File: config.mk
export PLATFORM = sky130hd
export DESIGN_NAME = a51_keystream_gen
export DESIGN_NICKNAME = d
export VERILOG_FILES = /design/src/rtl/a51_pkg.sv /design/src/rtl/a51_lfsr_bank.sv /design/src/rtl/a51_keystream_gen.sv
export SDC_FILE = /design/constraint.sdc
export NUM_CORES = 1
export LEC_CHECK = 0
export CORE_MARGIN = 10
export CORE_UTILIZATION = 55
export CTS_CLUSTER_DIAMETER = 80
export DETAILED_ROUTE_END_ITERATION = 10
export PLACE_DENSITY_LB_ADDON = 0.08
export SYNTH_ARGS = -nofsm -noshare
export SYNTH_HDL_FRONTEND = slang
export SYNTH_HIERARCHICAL = 1
export SYNTH_SLANG_ARGS = --single-unit
File: constraint.sdc
create_clock -name clk -period 5.96 [get_ports clk]
set_input_delay 0.596 -clock clk [delete_from_list [all_inputs] [get_ports clk]]
set_output_delay 0.596 -clock clk [all_outputs]
set_load 0.01 [all_outputs]
File: src/rtl/a51_pkg.sv
// A5/1 keystream generator: shared register geometry and state encoding.
//
// Purpose: single home for the LFSR lengths, clocking-bit positions, feedback
// tap masks, load-phase lengths and the controller state type, so the
// register bank and the controller agree on them.
// Ports: none (package).
package a51_pkg;

  localparam int R1_LEN = 19;
  localparam int R2_LEN = 22;
  localparam int R3_LEN = 23;

  localparam int R1_CLK = 8;
  localparam int R2_CLK = 10;
  localparam int R3_CLK = 10;

  // Feedback taps: R1 {13,16,17,18}, R2 {20,21}, R3 {7,20,21,22}
  localparam logic [R1_LEN-1:0] R1_TAPS = 19'h7_2000;
  localparam logic [R2_LEN-1:0] R2_TAPS = 22'h30_0000;
  localparam logic [R3_LEN-1:0] R3_TAPS = 23'h70_0080;

  localparam int KEY_BITS   = 64;
  localparam int FRAME_BITS = 22;
  localparam int BURST_BITS = 114;

  localparam int CNT_W = 8;

  typedef enum logic [2:0] {
    IDLE,
    KEY,
    FRAME,
    MIX,
    OUT
  } a51_state_e;

  function automatic logic majority(input logic a, input logic b, input logic c);
    return (a & b) | (a & c) | (b & c);
  endfunction

endpackage

File: src/rtl/a51_lfsr_bank.sv
// A5/1 register bank: R1/R2/R3 with their feedback and stepping rules.
//
// Purpose: holds the three LFSRs and applies one of three per-cycle actions:
// clear to zero, unconditional step with an injected load bit, or
// majority-clocked step.
// Ports:
//   clk, reset   clock and asynchronous active-high reset
//   clear        zero all three registers this edge (highest priority)
//   load_bit     bit XORed into every feedback during a forced step
//   force_step   step all three registers, injecting load_bit
//   step_en      majority-clocked step, no injection
//   out_bit      keystream bit as it will read once this cycle's step is
//                taken; the controller registers it on the stepping edge
module a51_lfsr_bank
  import a51_pkg::*;
(
  input  logic clk,
  input  logic reset,
  input  logic clear,
  input  logic load_bit,
  input  logic force_step,
  input  logic step_en,
  output logic out_bit
);

  logic [R1_LEN-1:0] r1, r1_nxt;
  logic [R2_LEN-1:0] r2, r2_nxt;
  logic [R3_LEN-1:0] r3, r3_nxt;
  logic              maj;
  logic              inj;
  logic              en1, en2, en3;

  always_comb begin
    maj = majority(r1[R1_CLK], r2[R2_CLK], r3[R3_CLK]);
    inj = force_step & load_bit;
    // A register joins the majority step only when its clocking bit agrees
    // with the majority, so at least two of the three move every cycle.
    en1 = force_step | (step_en & (r1[R1_CLK] == maj));
    en2 = force_step | (step_en & (r2[R2_CLK] == maj));
    en3 = force_step | (step_en & (r3[R3_CLK] == maj));
    r1_nxt = en1 ? {r1[R1_LEN-2:0], (^(r1 & R1_TAPS)) ^ inj} : r1;
    r2_nxt = en2 ? {r2[R2_LEN-2:0], (^(r2 & R2_TAPS)) ^ inj} : r2;
    r3_nxt = en3 ? {r3[R3_LEN-2:0], (^(r3 & R3_TAPS)) ^ inj} : r3;
    // Output is taken from the post-step state.
    out_bit = r1_nxt[R1_LEN-1] ^ r2_nxt[R2_LEN-1] ^ r3_nxt[R3_LEN-1];
  end

  always_ff @(posedge clk or posedge reset) begin
    if (reset) begin
      r1 <= '0;
      r2 <= '0;
      r3 <= '0;
    end else if (clear) begin
      r1 <= '0;
      r2 <= '0;
      r3 <= '0;
    end else begin
      r1 <= r1_nxt;
      r2 <= r2_nxt;
      r3 <= r3_nxt;
    end
  end

endmodule

File: src/rtl/a51_keystream_gen.sv
// A5/1 keystream generator top: load, mix and stream controller.
//
// Purpose: on an accepted start, latches Kc and the frame number, shifts them
// into the register bank (key then frame), runs MIX_CYCLES discarded
// majority cycles, then streams KS_BITS keystream bits (downlink half first,
// then uplink half) over a valid/ready one-bit interface at up to one bit
// per cycle.
// Ports:
//   clk, reset   clock and asynchronous active-high reset
//   start_i      one-cycle start pulse, only honoured while idle
//   key_i        64-bit Kc, bit 0 loaded first
//   frame_i      22-bit frame number, bit 0 loaded first
//   busy_o       high from the edge that accepts start until the final transfer
//   ks_valid_o   ks_bit_o/ks_last_o/ks_dir_o carry a keystream bit
//   ks_ready_i   downstream accepts the presented bit
//   ks_bit_o     keystream bit
//   ks_last_o    marks the final bit of the frame
//   ks_dir_o     0 for the downlink half, 1 for the uplink half
module a51_keystream_gen
  import a51_pkg::*;
#(
  parameter int MIX_CYCLES = 100,
  parameter int KS_BITS    = 228
) (
  input  logic        clk,
  input  logic        reset,
  input  logic        start_i,
  input  logic [63:0] key_i,
  input  logic [21:0] frame_i,
  output logic        busy_o,
  output logic        ks_valid_o,
  input  logic        ks_ready_i,
  output logic        ks_bit_o,
  output logic        ks_last_o,
  output logic        ks_dir_o
);

  localparam logic [CNT_W-1:0] KEY_LAST   = CNT_W'(KEY_BITS - 1);
  localparam logic [CNT_W-1:0] FRAME_LAST = CNT_W'(FRAME_BITS - 1);
  localparam logic [CNT_W-1:0] MIX_LAST   = CNT_W'(MIX_CYCLES - 1);
  localparam logic [CNT_W-1:0] KS_LAST    = CNT_W'(KS_BITS - 1);
  localparam logic [CNT_W-1:0] DIR_FIRST  = CNT_W'(BURST_BITS);

  a51_state_e       state, state_d;
  logic [CNT_W-1:0] cnt, cnt_d;
  logic [63:0]      key_sr;
  logic [21:0]      frame_sr;

  logic lfsr_clear;
  logic force_step;
  logic step_en;
  logic load_bit;
  logic accept;
  logic produce;
  logic finish;
  logic ks_next;

  a51_lfsr_bank u_bank (
    .clk        (clk),
    .reset      (reset),
    .clear      (lfsr_clear),
    .load_bit   (load_bit),
    .force_step (force_step),
    .step_en    (step_en),
    .out_bit    (ks_next)
  );

  always_ff @(posedge clk or posedge reset) begin
    if (reset) state <= IDLE;
    else       state <= state_d;
  end

  // In OUT, cnt is the index of the bit being presented. A bit is produced
  // either on entry (nothing presented yet) or on the same edge that the
  // presented bit transfers, which keeps the stream at one bit per cycle.
  always_comb begin
    state_d    = state;
    cnt_d      = cnt;
    lfsr_clear = 1'b0;
    force_step = 1'b0;
    step_en    = 1'b0;
    accept     = 1'b0;
    produce    = 1'b0;
    finish     = 1'b0;
    load_bit   = (state == FRAME) ? frame_sr[0] : key_sr[0];
    case (state)
      IDLE: begin
        if (start_i) begin
          accept     = 1'b1;
          lfsr_clear = 1'b1;
          cnt_d      = '0;
          state_d    = KEY;
        end
      end
      KEY: begin
        force_step = 1'b1;
        if (cnt == KEY_LAST) begin
          cnt_d   = '0;
          state_d = FRAME;
        end else begin
          cnt_d = cnt + CNT_W'(1);
        end
      end
      FRAME: begin
        force_step = 1'b1;
        if (cnt == FRAME_LAST) begin
          cnt_d   = '0;
          state_d = MIX;
        end else begin
          cnt_d = cnt + CNT_W'(1);
        end
      end
      MIX: begin
        step_en = 1'b1;
        if (cnt == MIX_LAST) begin
          cnt_d   = '0;
          state_d = OUT;
        end else begin
          cnt_d = cnt + CNT_W'(1);
        end
      end
      OUT: begin
        if (!ks_valid_o) begin
          produce = 1'b1;
        end else if (ks_ready_i) begin
          if (cnt == KS_LAST) begin
            finish  = 1'b1;
            cnt_d   = '0;
            state_d = IDLE;
          end else begin
            produce = 1'b1;
            cnt_d   = cnt + CNT_W'(1);
          end
        end
        step_en = produce;
      end
      default: begin
        state_d = IDLE;
        cnt_d   = '0;
      end
    endcase
  end

  always_ff @(posedge clk or posedge reset) begin
    if (reset) begin
      cnt        <= '0;
      key_sr     <= '0;
      frame_sr   <= '0;
      busy_o     <= 1'b0;
      ks_valid_o <= 1'b0;
      ks_bit_o   <= 1'b0;
      ks_last_o  <= 1'b0;
      ks_dir_o   <= 1'b0;
    end else begin
      cnt <= cnt_d;
      // Key and frame are consumed LSB-first by shifting them down.
      if (accept) begin
        key_sr   <= key_i;
        frame_sr <= frame_i;
        busy_o   <= 1'b1;
      end else begin
        if (state == KEY)   key_sr   <= key_sr >> 1;
        if (state == FRAME) frame_sr <= frame_sr >> 1;
      end
      if (produce) begin
        ks_valid_o <= 1'b1;
        ks_bit_o   <= ks_next;
        ks_last_o  <= (cnt_d == KS_LAST);
        ks_dir_o   <= (cnt_d >= DIR_FIRST);
      end else if (finish) begin
        ks_valid_o <= 1'b0;
        busy_o     <= 1'b0;
        ks_last_o  <= 1'b0;
        ks_dir_o   <= 1'b0;
      end
    end
  end

endmodule

==> metrics.md, run 1 <==
| Metric | Value |
|---|---|
| Pin count of the biggest net entering global routing | `88` |
| Final worst path period share | `57.5%` |
| Syn Std Cell Area | `7370 µm²` |
| H-tree levels | `4` |
| EDFF count, synth | `0` |
| GRT overflow | `0` |
| Clock Sinks | `166` |
| Max-cap viol count | `0` |
| Arr. time, crit path | `3.73 ns` |
| Yosys cell types | `46` |
| Fmax | `292 MHz` |
| Register area share after synthesis | `56.3%` |
| Clk slew on worst S/H paths | `0.06 ns` |
| GPL Wtd Cong | `0.901` |
| Syn Nets | `812` |
| Vias | `5,453` |
| IO Port Bufs | `94` |
| Via count of the first global-routing pass | `5,447` |
| Status | `finished, final reports clean` |
| Synth Flop Type | `dfrtp_1` |
| RSZ-0062 raised after global routing | `no` |
| Hold Path Class | `flop to flop` |
| Worst-case clock buffer depth | `2` |
| Ys async rst share | `100%` |
| Crit path top cell by count | `nand2_1` |
| # diodes | `0` |
| Hold_ws | `0.471 ns` |
| PostCTS Resize Cnt | `0` |
| CP Class | `flop to flop` |
| Root Driver | `clkbuf_16` |
| DIE WIDTH | `136 µm` |
| Worst setup EP type | `flop` |
| Avg WL per Cell | `15.9 µm` |
| Met3 Use GR | `4.23%` |
| Final hold violations | `0` |
| Initial antenna violation count | `0` |
| Placeable Area | `13,200 µm²` |
| DP Wirelength | `10.4 mm` |
| Synth-to-layout area growth | `22.5%` |
| Power per Cell Area | `525 nW/µm²` |
| Share of cells above drive strength 1 | `6.56%` |
| Final net count | `889` |
| FP Rows | `42` |
| Total track usage | `17.7%` |
| Slew @ Worst Pin | `0.998 ns` |
| Grt met1 use | `23.8%` |
| Crit start category | `flop` |
| First-pass GRT wire length | `26.8 mm` |
| Starting DRT DRC Count | `475` |
| GRT met2 Usage | `27.6%` |
| Worst Skew | `0.0101 ns` |
| WL final | `15.7 mm` |
| DR vias/cell | `5.54` |
| Maximum VDD drop | `0.317 mV` |
| CTS tree | `done` |
| Crit path required time | `6.26 ns` |
| Drt drc | `0` |
| Top Usage Layer GRT | `met2` |
| Pins Over Slew Limit | `0` |
| Most common cell after layout, fill and taps aside | `nand2_1` |
| Die Ht | `136 µm` |
| CP Max Fanout | `23` |
| Fin Setup TNS | `0 ns` |
| Worst skew pair latency | `0.42 ns` |
| Leakage | `4.48 nW` |
| Post-CTS Setup Inserts | `0` |
| Synth Instances | `720` |
| Setup violators final | `0` |
| Slowest cell on crit path | `a31oi_4` |
| Worst r2r path cells | `12` |
| Yosys warnings | `6` |
| CP Cell Sequence | `ha_1 > and4b_1 > nand3_1 > nand2_1 > nand2_1 > nand2_1 > nand2_1 > a31oi_4 > mux2i_1 > xnor3_1 > nand2_1 > nand2_1` |
| CTS Buf Count | `17` |
| Drt pass-1 iters | `5` |
| Die ar. | `18,400 µm²` |
| Most frequent cells in the layout | `nand2_1, dfrtp_1, clkdlybuf4s50_1, a22oi_1, nor2_1` |
| Min Clock Period, post-route | `3.43 ns` |
| CTS Hold Bufs | `0` |
| Hold Crit Depth | `2` |
| Initial Utilization | `55.9%` |
| Relative slew slack | `33.5%` |
| Io pins | `95` |
| Syn avg cell area | `10.2 µm²` |
| Yosys reg bits | `166` |
| Crit-path max cell delay | `0.82 ns` |
| Antenna Violating Nets Remaining | `0` |
-- per-stage QoR --
step / util [%] / cells / worst slack, ns / cell area, µm² / total power [mW]
floorplan: - / 720 / 2.69 / 7370 / 3.26
global placement: 63.8 / 954 / 2.70 / 8420 / 3.55
detailed placement: 63.8 / 954 / 2.57 / 8420 / 3.64
CTS: 68.5 / 984 / 2.55 / 9030 / 4.80
global route: 68.5 / 984 / 2.29 / 9030 / 5.12
finish: 68.5 / 984 / 2.53 / 9030 / 4.75
-- kinds of logic (layout without fill, tap and decap cells) --
logic type	count (synthesis)	in the layout	synth area share, %
AO/OA/AOI/OAI	116	116	11.7
AND/OR/NAND/NOR	308	308	17.6
XOR/XNOR	12	12	1.99
flip-flops	166	166	56.3
adder cells (fa/ha/maj)	2	2	0.339
multiplexers	66	66	8.98
buffers and inverters	50	138	3.07
-- critical path: cells and delay by family, from the launching register on --
family | cells | cell delay, ns
muxes | 1 | 0.38
DFF | 1 | 0.45
AOI/OAI and AO/OA | 1 | 0.82
adders and majority gates | 1 | 0.31
xor gates and xnor gates | 1 | 0.38
and+or+nand+nor | 8 | 0.95
-- registers in the layout (all words and copies together) (netlist names) --
signal and flops:
busy_o 1, cnt 8, frame_sr 22, key_sr 64
ks_bit_o 1, ks_dir_o 1, ks_last_o 1, ks_valid_o 1
state 3, u_bank/r1 19, u_bank/r2 22, u_bank/r3 23
-- layer usage --
layer  wire length (µm)  share of wire [%]
met4                183                1.2
met3                839                5.4
met5                  0                  0
met2               7640                 49
met1               7010                 45
-- worst paths after layout --
check	start	end	slack, ns
setup reg to reg	cnt[0]	ks_bit_o	2.53
hold reg to reg	key_sr[34]	key_sr[34]	0.47
max in group asynchronous	reset	key_sr[34]	4.14
min in group asynchronous	reset	ks_valid_o	0.58
hold / removal	key_sr[34]	key_sr[34]	0.47
setup / recovery	cnt[0]	ks_bit_o	2.53
-- layout make-up --
type                    instances  area [µm²]
fillers                      1014        4160
flip-flops and latches        166        4150
multi-input cells             504        3020
repair buffers                103        1010
clock buffers                  21         460
well taps                     176         220
clock inverters                 9         151
inverters                       5        21.3
-- where the power goes --
group	switching, mW	internal, mW
clock	0.409	0.717
combinational	0.989	0.770
sequential	0.277	1.58
total	1.67	3.07
-- synthesized netlist by cell type (6+ instances only) --
library cell / count / share of area (%)
o21ai_0: 7 / 0.48
mux2i_1: 65 / 8.8
a22oi_1: 84 / 8.6
nand2_1: 190 / 9.7
nand3b_1: 6 / 0.61
nor2_1: 75 / 3.8
clkbuf_1: 32 / 1.6
nand3_1: 12 / 0.81
dfrtp_1: 166 / 56
xnor2_1: 6 / 0.71
Power figures use the tool's default switching activity.
==> run 2: changes to the inputs <==
==> constraint.sdc (replaced) <==
create_clock -name clk -period 3.2 [get_ports clk]
set_input_delay 0.32 -clock clk [delete_from_list [all_inputs] [get_ports clk]]
set_output_delay 0.32 -clock clk [all_outputs]
set_load 0.01 [all_outputs]
==> run 2 against run 1 <==
Against the previous run: global-route usage fell by 0.14 points; combinational power grew 86%; maximum frequency is 26% higher; cell count is 0.51% higher; clock power up 81%; largest cell class unchanged; first-iteration DRC count fell by 23%; critical endpoint unchanged; highest routed layer unchanged; sequential power is 87% higher.
==> metrics.md, run 2 (synthesis results as in run 1) <==
| Metric | Value |
|---|---|
| Status | `finished, final reports clean` |
| Pins Over Slew Limit | `0 (unchanged)` |
| CP Class | `flop to flop` |
| Max-cap viol count | `0 (unchanged)` |
| Drt drc | `0 (unchanged)` |
| Final hold violations | `0 (unchanged)` |
| Clock Sinks | `166 (unchanged)` |
| Antenna Violating Nets Remaining | `0 (unchanged)` |
| Slowest cell on crit path | `dfrtp_1` |
| Drt pass-1 iters | `5 (unchanged)` |
| Power per Cell Area | `970 nW/µm² (+85%)` |
| Initial Utilization | `55.9% (unchanged)` |
| Synth-to-layout area growth | `23.0%` |
| Top reg by flops | `key_sr` |
| R2r startpoint | `cnt[0]` |
| CP Cell Sequence | `ha_1 > and4b_1 > nand3_1 > nand2_1 > nand2_1 > nand2_1 > nand2_1 > a31oi_4 > mux2i_1 > xnor3_1 > nand2_1 > nand2_1` |
| Maximum VDD drop | `0.599 mV (+89%)` |
| Crit-path max cell delay | `0.46 ns (-0.36 ns)` |
| CTS Hold Bufs | `0 (unchanged)` |
| Setup WS pre-CTS | `0.506 ns (-2.07 ns)` |
| Root Driver | `clkbuf_16` |
| Starting DRT DRC Count | `365 (-23%)` |
| Min Clock Period, post-route | `2.73 ns (-0.697 ns)` |
| H-tree levels | `4 (unchanged)` |
| Leakage | `4.50 nW (+0.49%)` |
| # diodes | `0 (unchanged)` |
| Max reg flops | `64 (unchanged)` |
| Fin Setup TNS | `0 ns (unchanged)` |
| PostCTS Resize Cnt | `0 (unchanged)` |
| Hold Path Class | `input pin to asynchronous set/reset pin` |
| RSZ-0062 raised after global routing | `no` |
| Worst Skew | `0.00807 ns (-0.00203 ns)` |
| Setup violators final | `0 (unchanged)` |
| # fillers | `994 (-2.0%)` |
| Initial antenna violation count | `0 (unchanged)` |
| Io pins | `95 (unchanged)` |
| Design Power | `8.80 mW (+85%)` |
| Crit start category | `flop` |
| GRT overflow | `0 (unchanged)` |
| Crit path required time | `3.51 ns (-2.75 ns)` |
| WL final | `15.7 mm (+0.48%)` |
| Slew @ Worst Pin | `0.704 ns (-0.293 ns)` |
| Die ar. | `18,400 µm² (unchanged)` |
| First-pass GRT wire length | `26.4 mm (-1.3%)` |
| DP Wirelength | `10.7 mm (+2.7%)` |
| Final net count | `894 (+0.56%)` |
| Vias | `5,340 (-2.1%)` |
| Crit path top cell by count | `nand2_1` |
| Avg WL per Cell | `15.9 µm (about the same)` |
| Largest regs | `key_sr x64, u_bank/r3 x23` |
| DR vias/cell | `5.40 (-2.6%)` |
| Die Ht | `136 µm (unchanged)` |
| Worst r2r path cells | `12 (unchanged)` |
| Worst-case clock buffer depth | `2 (unchanged)` |
| Total track usage | `17.6% (-0.14 points)` |
| Hold_ws | `0.281 ns (-0.190 ns)` |
| CTS Buf Count | `17 (unchanged)` |
| GPL Wtd Cong | `0.828 (-8.1%)` |
| R2R Setup Slk | `0.47 ns (-2.06 ns)` |
| DIE WIDTH | `136 µm (unchanged)` |
| Most frequent cells in the layout | `nand2_1, dfrtp_1, clkdlybuf4s50_1, a22oi_1, nor2_1` |
| Fmax | `367 MHz (+26%)` |
| Placeable Area | `13,200 µm² (unchanged)` |
| Dpl cells | `959 (+0.52%)` |
| Design Area, Final | `9070 µm² (+0.42%)` |
| Worst skew pair latency | `0.42 ns (about the same)` |
| Fin util | `68.8% (+0.28 points)` |
| CTS tree | `done` |
| Final worst path period share | `85.3% (+28 points)` |
| Worst r2r dst | `ks_bit_o` |
| Arr. time, crit path | `3.04 ns (-0.69 ns)` |
| Fin cells | `989 (+0.51%)` |
| Via count of the first global-routing pass | `5,355 (-1.7%)` |
| FP Rows | `42 (unchanged)` |
| Worst setup EP type | `flop` |
| IO Port Bufs | `94 (unchanged)` |
| Share of cells above drive strength 1 | `7.13% (+0.57 points)` |
| Pin count of the biggest net entering global routing | `75 (-15%)` |
| Clk slew on worst S/H paths | `0.06 ns (about the same)` |
| Final worst slack | `0.472 ns (-2.06 ns)` |
| Relative slew slack | `52.9% (+19 points)` |
| Area after DPL | `8480 µm² (+0.74%)` |
| Post-CTS Setup Inserts | `0 (unchanged)` |
| Most common cell after layout, fill and taps aside | `nand2_1` |
| CP Max Fanout | `7 (-70%)` |
-- run 2: worst max path at each step --
stage / start / end / slack (ns) / depth (start not counted)
2_1_floorplan: reset / busy_o / 0.20 / 1
3_3_place_gp: cnt[0] / ks_bit_o / 0.64 / 12
3_5_place_dp: cnt[0] / ks_bit_o / 0.51 / 12
4_1_cts: cnt[0] / ks_bit_o / 0.48 / 12
5_1_grt: cnt[0] / ks_bit_o / 0.26 / 12
6_report: cnt[0] / ks_bit_o / 0.47 / 12
-- run 2: final cells by class --
class                      count  area [µm²]  share of cell area (%)
sequential                   166        4150                    45.8
clock buffer                  21         460                    5.08
timing repair buffer         108        1070                    11.8
clock inverter                 9         126                    1.39
inverter                       5        21.3                   0.234
tap                          176         220                    2.43
multi-input combinational    504        3020                    33.3
-- run 2: critical path: cells and delay by family, from the launching register on --
family | cells | cell delay [ns]
and+or+nand+nor | 8 | 0.96
DFF | 1 | 0.46
xor gates and xnor gates | 1 | 0.43
adders and majority gates | 1 | 0.31
muxes | 1 | 0.26
AOI/OAI and AO/OA | 1 | 0.20
-- run 2: metal layers --
metal	share of wire, %	GRT usage, %
met5	0	0
met4	1.5	6.10
met3	4.8	3.97
met2	49	27.7
met1	45	23.3
-- run 2: report_power, final --
group | internal (mW) | switching [mW] | total, mW
Clock | 1.26 | 0.780 | 2.04
Sequential | 2.95 | 0.528 | 3.48
Combinational | 1.46 | 1.82 | 3.28
==> run 3: changes to the inputs <==
--- a/config.mk
+++ b/config.mk
@@ -9,6 +9,7 @@
 export CORE_UTILIZATION = 55
 export CTS_CLUSTER_DIAMETER = 80
 export DETAILED_ROUTE_END_ITERATION = 10
+export MAX_ROUTING_LAYER = met4
 export PLACE_DENSITY_LB_ADDON = 0.08
 export SYNTH_ARGS = -nofsm -noshare
 export SYNTH_HDL_FRONTEND = slang
==> run 3 against run 2 <==
Against the previous run: maximum frequency down 0.15%; global-route usage up 0.51 points; setup slack worse by 0.0041 ns; sequential share of layout area unchanged; wire length about the same; combinational power about the same; sequential power about the same; cell count unchanged; largest power group unchanged; critical path depth unchanged; critical endpoint unchanged; critical path type unchanged; non-clock buffer count unchanged.
==> metrics.md, run 3 (synthesis results as in run 1) <==
| Metric | Value |
|---|---|
| CTS tree | `done` |
| Setup violators final | `0 (unchanged)` |
| Initial Utilization | `55.9% (unchanged)` |
| Leakage | `4.50 nW (unchanged)` |
| Via count of the first global-routing pass | `5,351 (-0.075%)` |
| Total track usage | `18.1% (+0.51 points)` |
| Io pins | `95 (unchanged)` |
| Maximum VDD drop | `0.599 mV (about the same)` |
| Hold_ws | `0.281 ns (-0.000188 ns)` |
| Final worst slack | `0.468 ns (-0.00405 ns)` |
| Setup WS pre-CTS | `0.506 ns (unchanged)` |
| Fin util | `68.8% (unchanged)` |
| H-tree levels | `4 (unchanged)` |
| FP Rows | `42 (unchanged)` |
| Worst setup EP type | `flop` |
| # fillers | `994 (unchanged)` |
| PostCTS Resize Cnt | `0 (unchanged)` |
| Arr. time, crit path | `3.04 ns (about the same)` |
| Status | `finished, final reports clean` |
| DP Wirelength | `10.7 mm (unchanged)` |
| Vias | `5,350 (+0.19%)` |
| RSZ-0062 raised after global routing | `no` |
| Seq. cell area | `4150 µm² (unchanged)` |
| Worst-case clock buffer depth | `2 (unchanged)` |
| Drt pass-1 iters | `5 (unchanged)` |
| Slew @ Worst Pin | `0.707 ns (+0.00285 ns)` |
| Drt drc | `0 (unchanged)` |
| Synth-to-layout area growth | `23.0% (unchanged)` |
| Power per Cell Area | `969 nW/µm² (about the same)` |
| GPL Wtd Cong | `0.841 (+1.5%)` |
| Most frequent cells in the layout | `nand2_1, dfrtp_1, clkdlybuf4s50_1, a22oi_1, nor2_1` |
| Hold Path Class | `input pin to asynchronous set/reset pin` |
| WL final | `15.7 mm (about the same)` |
| Post-CTS Setup Inserts | `0 (unchanged)` |
| CTS Buf Count | `17 (unchanged)` |
| Multi-input logic area | `3020 µm² (unchanged)` |
| Most common cell after layout, fill and taps aside | `nand2_1` |
| Crit start category | `flop` |
| CP Max Fanout | `7 (unchanged)` |
| Final worst path period share | `85.4% (+0.13 points)` |
| Final hold violations | `0 (unchanged)` |
| Share of cells above drive strength 1 | `7.13% (unchanged)` |
| Max reg flops | `64 (unchanged)` |
| Avg WL per Cell | `15.9 µm (about the same)` |
| Final net count | `894 (unchanged)` |
| Worst skew pair latency | `0.42 ns (about the same)` |
| Worst Skew | `0.00835 ns (+0.000283 ns)` |
| Top reg by flops | `key_sr` |
| Die Ht | `136 µm (unchanged)` |
| Fmax | `366 MHz (-0.15%)` |
| DIE WIDTH | `136 µm (unchanged)` |
| Pin count of the biggest net entering global routing | `75 (unchanged)` |
| Largest regs | `key_sr x64, u_bank/r3 x23` |
| Root Driver | `clkbuf_16` |
| GRT overflow | `0 (unchanged)` |
| Antenna Violating Nets Remaining | `0 (unchanged)` |
| Min Clock Period, post-route | `2.73 ns (+0.00405 ns)` |
| Pins Over Slew Limit | `0 (unchanged)` |
| Clk slew on worst S/H paths | `0.06 ns (about the same)` |
| Fin Setup TNS | `0 ns (unchanged)` |
| Relative slew slack | `52.7% (-0.19 points)` |
| DR vias/cell | `5.41 (+0.19%)` |
| Clock Sinks | `166 (unchanged)` |
| Die ar. | `18,400 µm² (unchanged)` |
| IO Port Bufs | `94 (unchanged)` |
| # diodes | `0 (unchanged)` |
| CTS Hold Bufs | `0 (unchanged)` |
| Initial antenna violation count | `0 (unchanged)` |
| Starting DRT DRC Count | `354 (-3.0%)` |
| CP Class | `flop to flop` |
| Placeable Area | `13,200 µm² (unchanged)` |
| First-pass GRT wire length | `26.4 mm (about the same)` |
| Max-cap viol count | `0 (unchanged)` |
| Crit path required time | `3.51 ns (about the same)` |
[run 3: cell counts in the layout (fill, tap and decap cells not counted)]
Identical to the previous run, type by type.
[run 3: path summary, 6_finish.rpt]
path / startpoint / to / slack, ns / cells past startpoint
worst max-delay path: cnt[0] / ks_bit_o / 0.47 / 12
worst min-delay path: reset / u_bank/r2[14] / 0.28 / 2
worst max register to register: cnt[0] / ks_bit_o / 0.47 / 12
worst min register to register: key_sr[36] / key_sr[36] / 0.47 / 2
max in group asynchronous: reset / key_sr[36] / 2.09 / 3
min in group clk: key_sr[36] / key_sr[36] / 0.47 / 2
[run 3: stage by stage]
step	std cells	cell area, µm²	power, mW
floorplan	720	7370	6.08
global placement	959	8480	6.63
detailed placement	959	8480	6.81
CTS	989	9070	8.88
global route	989	9070	9.48
finish	989	9070	8.79
[run 3: layout make-up]
class | instances | share of cell area (%)
flip-flops and latches | 166 | 45.8
clock inverters | 9 | 1.39
clock buffers | 21 | 5.08
well taps | 176 | 2.43
repair buffers | 108 | 11.8
multi-input cells | 504 | 33.3
inverters | 5 | 0.234
[run 3: metal layers]
layer  track usage, %  up-vias  wire length, µm
met5                -        -                0
met4             5.92        0              208
met3             4.08       18              728
met2             27.9       98             7720
met1             23.2     2592             7090
li1                 -     2642                -
[run 3: where the power goes]
part           internal, mW  switching, mW
logic                  1.46           1.82
clock network          1.26          0.779
registers              2.95          0.527
[run 3: worst max-delay path: stages, from the launching register on]
cell	delay (ns)
dfrtp_1	0.46
ha_1	0.31
and4b_1	0.28
nand3_1	0.12
nand2_1	0.11
nand2_1	0.05
nand2_1	0.11
nand2_1	0.18
a31oi_4	0.20
mux2i_1	0.26
xnor3_1	0.44
nand2_1	0.07
nand2_1	0.04
